`config.mk`:
```
export PLATFORM = sky130hd
export DESIGN_NAME = elevador_scan
export DESIGN_NICKNAME = d
export VERILOG_FILES = /design/src/rtl/elevador_scan.sv
export SDC_FILE = /design/constraint.sdc
export NUM_CORES = 1
export LEC_CHECK = 0
export ABC_AREA = 0
export ABC_CLOCK_PERIOD_IN_PS = 7200
export BUFFER_PORTS_ARGS = -buffer_cell sky130_fd_sc_hd__buf_4
export CAP_MARGIN = 20
export CORE_ASPECT_RATIO = 2
export CORE_MARGIN = 2
export CORE_UTILIZATION = 51
export DETAILED_ROUTE_END_ITERATION = 8
export HOLD_SLACK_MARGIN = 0.03
export PLACE_DENSITY_LB_ADDON = 0.12
export SKIP_CTS_REPAIR_TIMING = 1
export SYNTH_ARGS = -nofsm -noshare
export SYNTH_HDL_FRONTEND = slang
export SYNTH_SLANG_ARGS = --single-unit
```
`constraint.sdc`:
```
create_clock -name clk -period 7.2 [get_ports clk]
set_input_delay 0.36 -clock clk [delete_from_list [all_inputs] [get_ports clk]]
set_output_delay 0.36 -clock clk [all_outputs]
set_load 0.005 [all_outputs]
```
`src/rtl/elevador_scan.sv`:
```
// Single-car elevator controller with SCAN scheduling, latched requests,
// timed door with overload hold and a saturating passenger counter.
module elevador_scan #(
   parameter int unsigned N_ANDARES     = 8,
   parameter int unsigned FLOOR_W       = 3,
   parameter int unsigned TRAVEL_CYCLES = 4,
   parameter int unsigned DOOR_CYCLES   = 6,
   parameter int unsigned CAPACITY      = 10,
   parameter int unsigned CNT_W         = 4
) (
   input  logic                 clk,
   input  logic                 reset,
   input  logic [N_ANDARES-1:0] req,
   input  logic                 person_enter,
   input  logic                 person_exit,
   output logic                 motor_up,
   output logic                 motor_down,
   output logic                 door_open,
   output logic                 busy,
   output logic [FLOOR_W-1:0]   andar_atual,
   output logic [N_ANDARES-1:0] pending,
   output logic [CNT_W-1:0]     num_people,
   output logic                 overload
);

   localparam int unsigned NF = 2 ** FLOOR_W;
   localparam int unsigned TW = (TRAVEL_CYCLES > 1) ? $clog2(TRAVEL_CYCLES) : 1;
   localparam int unsigned DW = (DOOR_CYCLES > 1) ? $clog2(DOOR_CYCLES) : 1;
   localparam logic [TW-1:0] TRAVEL_LOAD = TW'(TRAVEL_CYCLES - 1);
   localparam logic [DW-1:0] DOOR_LOAD   = DW'(DOOR_CYCLES - 1);
   localparam logic [FLOOR_W-1:0] TOP    = FLOOR_W'(N_ANDARES - 1);

   typedef enum logic [1:0] {
      IDLE,
      MOVING_UP,
      MOVING_DOWN,
      DOOR_OPEN
   } state_t;

   state_t             state, state_n;
   logic [FLOOR_W-1:0] floor_n, arrive;
   logic               dir_up, dir_n;
   logic [TW-1:0]      travel_cnt, travel_n;
   logic [DW-1:0]      door_cnt, door_n;
   logic [NF-1:0]      eff_x, clr;
   logic               here;

   function automatic logic any_above(input logic [NF-1:0] v, input logic [FLOOR_W-1:0] f);
      any_above = 1'b0;
      for (int unsigned i = 0; i < N_ANDARES; i++)
         if (v[i] && (i > 32'(f))) any_above = 1'b1;
   endfunction

   function automatic logic any_below(input logic [NF-1:0] v, input logic [FLOOR_W-1:0] f);
      any_below = 1'b0;
      for (int unsigned i = 0; i < N_ANDARES; i++)
         if (v[i] && (i < 32'(f))) any_below = 1'b1;
   endfunction

   // Departure rule shared by IDLE and a closing door: keep the current
   // direction while it has work, otherwise turn around, otherwise rest.
   function automatic state_t depart(input logic [NF-1:0] v, input logic [FLOOR_W-1:0] f,
                                     input logic d);
      logic up, dn;
      up = any_above(v, f);
      dn = any_below(v, f);
      if ((d && up) || (!d && !dn && up)) depart = MOVING_UP;
      else if (dn)                        depart = MOVING_DOWN;
      else                                depart = IDLE;
   endfunction

   always_comb begin
      eff_x = '0;
      eff_x[N_ANDARES-1:0] = pending | req;
   end

   assign here = eff_x[andar_atual];

   always_comb begin
      state_n  = state;
      floor_n  = andar_atual;
      dir_n    = dir_up;
      travel_n = travel_cnt;
      door_n   = door_cnt;
      clr      = '0;
      arrive   = andar_atual;
      case (state)
         IDLE, DOOR_OPEN: begin
            if (here) begin
               state_n          = DOOR_OPEN;
               clr[andar_atual] = 1'b1;
               door_n           = DOOR_LOAD;
            end else if (state == DOOR_OPEN && (door_cnt != '0 || overload)) begin
               if (door_cnt != '0) door_n = door_cnt - 1'b1;
            end else begin
               state_n = depart(eff_x, andar_atual, dir_up);
            end
         end
         MOVING_UP, MOVING_DOWN: begin
            if (travel_cnt != '0) begin
               travel_n = travel_cnt - 1'b1;
            end else begin
               travel_n = TRAVEL_LOAD;
               if (state == MOVING_UP) arrive = (andar_atual == TOP) ? andar_atual : andar_atual + 1'b1;
               else                    arrive = (andar_atual == '0) ? andar_atual : andar_atual - 1'b1;
               floor_n = arrive;
               if (eff_x[arrive]) begin
                  state_n     = DOOR_OPEN;
                  clr[arrive] = 1'b1;
                  door_n      = DOOR_LOAD;
               end else if (state == MOVING_UP) begin
                  if (any_above(eff_x, arrive))      state_n = MOVING_UP;
                  else if (any_below(eff_x, arrive)) state_n = MOVING_DOWN;
                  else                               state_n = IDLE;
               end else begin
                  if (any_below(eff_x, arrive))      state_n = MOVING_DOWN;
                  else if (any_above(eff_x, arrive)) state_n = MOVING_UP;
                  else                               state_n = IDLE;
               end
            end
         end
         default: state_n = IDLE;
      endcase
      if (state_n == MOVING_UP)   dir_n = 1'b1;
      if (state_n == MOVING_DOWN) dir_n = 1'b0;
      if ((state_n == MOVING_UP || state_n == MOVING_DOWN) && state_n != state)
         travel_n = TRAVEL_LOAD;
   end

   always_ff @(posedge clk or posedge reset) begin
      if (reset) begin
         state       <= IDLE;
         andar_atual <= '0;
         pending     <= '0;
         dir_up      <= 1'b1;
         travel_cnt  <= '0;
         door_cnt    <= '0;
      end else begin
         state       <= state_n;
         andar_atual <= floor_n;
         pending     <= eff_x[N_ANDARES-1:0] & ~clr[N_ANDARES-1:0];
         dir_up      <= dir_n;
         travel_cnt  <= travel_n;
         door_cnt    <= door_n;
      end
   end

   always_ff @(posedge clk or posedge reset) begin
      if (reset) begin
         num_people <= '0;
      end else if (person_enter && !person_exit && num_people != '1) begin
         num_people <= num_people + 1'b1;
      end else if (person_exit && !person_enter && num_people != '0) begin
         num_people <= num_people - 1'b1;
      end
   end

   assign overload   = (32'(num_people) > CAPACITY);
   assign motor_up   = (state == MOVING_UP);
   assign motor_down = (state == MOVING_DOWN);
   assign door_open  = (state == DOOR_OPEN);
   assign busy       = (state != IDLE) || (pending != '0);

endmodule

```
Word level (Yosys, flattened, before mapping)
Cells that the tools add are included.

operators by class
  add/sub/neg operators = 6
  multipliers = 0
  divide/modulo/power cells = 0
  $lt $le $gt $ge = 33
  equal/unequal tests = 12
  shift operators = 0
  multiplexer cells = 94
  bitwise operators = 4
  reductions and logical operators = 61

operators by type and width
  operator              count
  $mux W1               59
  $logic_and A1 B1 Y1   39
  $mux W3               10
  $mux W2               13
  $gt A3 B3 Y1 const A  8
  $mux W8               3
  $lt A3 B3 Y1 const A  6
  $pmux W8 S2           1
  $gt A2 B3 Y1 const A  4
  $lt A1 B3 Y1 const A  4
  $lt A2 B3 Y1 const A  4
  $reduce_bool A2 Y1    5
  $and A8 B8 Y8         1
  $lt A3 B4 Y1 const B  2
  $mux W4               2
  $not A8 Y8            1
  $or A8 B8 Y8          1
  $reduce_bool A8 Y1    1
  $bmux W1 S3           2
  $demux W1 S3          2
  $eq A2 B2 Y1 const B  3
  $ge A3 B1 Y1 const B  2
  $gt A1 B3 Y1 const A  2
  $ne A3 B3 Y1 const B  2
  23 further kinds      33

word-level totals
  register bits after elaboration = 23
  latch bits = 0
  RAM bits = 0
  ROM bits = 0
  output and inout port bits = 20
  memories kept = 0

Logic depth before layout (Yosys ltp)
  depth after elaboration = 33
  depth in mapped cells = 15
  gate-level depth less buffers = 13

Least setup slack after synthesis
Ideal clock, no wire load.

  path type = reg-to-reg
  from = register andar_atual[1]
  to = register travel_cnt[1]
  arrival time = 3.504 ns
  slack = 3.630 ns
  cell stages (with the launch flop) = 15
  buffers on the path = 1
  cells stage by stage = dfrtp_1 -> buf_2 -> clkinv_1 -> ha_1 -> nor3b_1 -> o21ai_0 -> and2_4 -> mux2_4 -> a22o_1 -> o21bai_1 -> nor2_1 -> a221oi_1 -> ha_1 -> a41oi_2 -> nand2b_1

on the way
  cells in the longest elaborated chain, start to end = 29
  elaborated cells on any way between the ends = 145
  those cells by class = add/sub: 2; order compare: 28; eq/ne: 4; mux: 74; reduce/logical: 37

ends and longest elaborated chain
  item                                                  RTL line  source
  start: declaration                                    20        output logic [FLOOR_W-1:0] andar_atual,
  start signal: assignment                              140       andar_atual <= floor_n;
  $sub A3 B1 Y3, or another cell as far along           105       else arrive = (andar_atual == '0) ? andar_atual : andar_atual - 1'b1;
  $mux W3 (on tied branches)                            105, 104
  $mux W3                                               104       if (state == MOVING_UP) arrive = (andar_atual == TOP) ? andar_atual : andar_atual + 1'b1;
  $mux W3                                               100       if (travel_cnt != '0) begin
  $mux W3                                               87        case (state)
  $lt A1 B3 Y1                                          57        if (v[i] && (i < 32'(f))) any_below = 1'b1;
  $logic_and A1 B1 Y1                                   57
  $mux W1 (7 in series)                                 57
  (+8 left out)                                         n/a
  $mux W2                                               107       if (eff_x[arrive]) begin
  $mux W2                                               100
  $pmux W2 S2 (*)                                       87
  net state_n[1]                                        40        state_t state, state_n;
  $eq A2 B1 Y1 / $eq A2 B2 Y1 (equally long branches)   126       if ((state_n == MOVING_UP || state_n == MOVING_DOWN) && state_n != state)
  $logic_or A1 B1 Y1                                    126
  $logic_and A1 B1 Y1 (*)                               126
  $mux W2 / $reduce_bool A2 Y1 (equally long branches)  n/a
  end signal: assignment                                143       travel_cnt <= travel_n;
  end: declaration                                      43        logic [TW-1:0] travel_cnt, travel_n;

The timed path passes the listed nets; every way through them passes the cells marked *. The select of a mux whose other input is x is not followed.
A chain may end at the register's enable or synchronous reset.

Worst setup path in the final report
Ends and elaborated chain as after synthesis.

==> results_dict.tcl <==
set metrics [dict create \
    synth_nets 263 \
    hpwl_mm 4.88 \
    routedWlPerCell_um 19.6 \
    power.density_mw_per_mm2 446 \
    dieArea_mm2 0.00463 \
    die_h_um 94.3 \
    rsz0062_at_grt "no" \
    first_pass_iters 5 \
    criticalPathCategory "reg -> reg" \
    cp.required_ps 7420 \
    grt_pass1_vias 2141 \
    clk_pin_slew_ps 90 \
    drv_slew 0 \
    root_buffer "clkbuf_8" \
    relSlewSlack_pct 38.7 \
    core_area_mm2 0.00388 \
    setup_violations 0 \
    antenna_found_initial 0 \
    placedCellCount 310 \
    syn_to_final_growth_pct 14.7 \
    timing.setup.tns_ps 0 \
    fmaxAchievable_ghz 0.231 \
    multiInputGateArea_mm2 0.00141 \
    io_buffers 31 \
    place.gp.congestion 0.958 \
    fill_cells 383 \
    die_w_um 49.1 \
    drive_gt1_share_pct 24.7 \
    status "finished, final reports clean" \
    cts_buffers 3 \
    io_pins 32 \
    ys.warnings.count 0 \
    synth_seq_cells 23 \
    fin_crit_sh_pct 60.0 \
    cts_tree "built" \
    arrival_ps 4540 \
    synth_area_mm2 0.00208 \
    ys_types 68 \
    cp-start-kind "register" \
    maxCapViolCount 0 \
    leakagePower_nw 0.999 \
    dr.first_iter.drc_count 86 \
    grt_max_degree 24 \
    cts_max_level 1 \
    instances_no_fill 314 \
    hold_viol 0 \
    syn_avg_cell_area_um2 8.84 \
    fin_crit_ps 4320 \
    regArea_um2 577 \
    ys_seq_area_share_pct 27.8 \
    dr_total_vias 2054 \
    wl_mm 6.16 \
    clk_path_buf_depth 2 \
    final_common_cell "buf_4" \
    yosys.area.top_type "dfrtp_1" \
    async_reset_ff_share_pct 100 \
    min_path_type "in -> async" \
    rows 32 \
    viasPerCell 6.54 \
    skew_ps 1.70 \
    worstSkewPairLatency_ps 270 \
    nets 292 \
    syn-instance-count 235 \
    crit_fanout 15 \
    antenna_left 0 \
    worstSetupEndpointType "register" \
    mostFrequentLayoutCells "buf_4, nor2_1, dfrtp_1, a21oi_1, o21ai_0" \
    synth-main-ff-cell "dfrtp_1" \
    final_core_util_pct 61.3 \
    clock-sinks 23 \
    synth_edf_count 0 \
    start_util_pct 53.5 \
    worst_slew_pin_slew_ps 918 \
    ir_worst_vdd_uv 332 \
    synthDominantCellAreaShare_pct 26.5 \
    gr-total-overflow 0 \
    synthTopCellsByArea "dfrtp_1, ha_1, a21oi_1" \
    drc 0 \
    grt_pass1_wl_mm 9.79 \
    antenna_cells 0 \
    grt_use_total_pct 28.1 \
]
==> stage by stage <==
step	instance area (µm²)	power [W]	setup WS (ps)	hold WS, ps
5_1_grt	2380	0.00114	2570	374
4_1_cts	2380	0.00105	3030	314
6_report	2380	0.00106	2880	285
3_5_place_dp	2340	0.000968	3040	484
2_1_floorplan	2080	0.000769	3630	361
3_3_place_gp	2340	0.000959	3230	479
==> state kept, by name (all words and copies together), names as in the netlist <==
name	cells
andar_atual	3
door_cnt	3
state	2
dir_up	1
num_people	4
travel_cnt	2
pending	8
==> worst max-delay path, stage by stage (launching register included) <==
cell and delay (ps):
dfrtp_1 610, clkinv_1 390, ha_1 370, nor3b_1 170
o21ai_0 520, and2_4 290, mux2_4 300, a22o_1 230
o21bai_1 280, nor2_1 100, a221oi_1 350, ha_1 340
a41oi_2 190, nand2b_1 130
==> where the power goes <==
part / internal, W / leakage (nW) / switching, W
logic: 0.000304 / 0.726 / 0.000423
registers: 0.000175 / 0.247 / 0.0000762
clock network: 0.0000388 / 0.0255 / 0.0000453
total: 0.000517 / 0.999 / 0.000545
==> cells by family after synthesis <==
logic type                 count (synthesis)  synth area share (%)
adders and majority gates                 16                  10.0
buffers and inverters                     20                  4.16
muxes                                     10                  7.29
DFF                                       23                  27.8
AOI/OAI and AO/OA                         85                  29.6
and+or+nand+nor                           78                  19.9
xor gates and xnor gates                   3                  1.27
==> Yosys cell counts, drive strengths merged, types with 4 or more instances <==
cell	count
buf	7
inv	12
and2	4
nor3	4
o31ai	4
nand2	19
dfrtp	22
o21ai	19
mux2	5
nor2	24
a21oi	19
a221oi	9
ha	15
==> final cells by class <==
| cell class | count | area share (%) |
|---|---|---|
| Inverter | 13 | 2.05 |
| Tap cell | 51 | 2.68 |
| Clock buffer | 3 | 1.73 |
| Clock inverter | 1 | 0.210 |
| Multi-Input combinational cell | 192 | 59.3 |
| Timing Repair Buffer | 31 | 9.77 |
| Sequential cell | 23 | 24.2 |
==> routing by layer <==
layer	track usage, %	part of all wire [%]	up-vias
met3	3.50	3.6	41
met5	0	0	-
met4	27.9	9.7	0
met2	51.4	53	82
li1	-	-	945
met1	25.2	34	986
==> path summary, 6_finish.rpt <==
check                                        endpoint  depth (start not counted)  slack, ps                       start
max                         travel_cnt[1]$_DFFE_PP0P_                         13       2880  andar_atual[1]$_DFFE_PP0P_
max reg2reg                 travel_cnt[1]$_DFFE_PP0P_                         13       2880  andar_atual[1]$_DFFE_PP0P_
max in group asynchronous  andar_atual[2]$_DFFE_PP0P_                          2       6360                       reset
min in group clk                   dir_up$_DFFE_PP1P_                          2        500          dir_up$_DFFE_PP1P_
min                         num_people[0]$_DFFE_PP0P_                          2        290                       reset
min reg2reg                        dir_up$_DFFE_PP1P_                          2        500          dir_up$_DFFE_PP1P_
No activity file was read; power rests on OpenSTA's default activity.
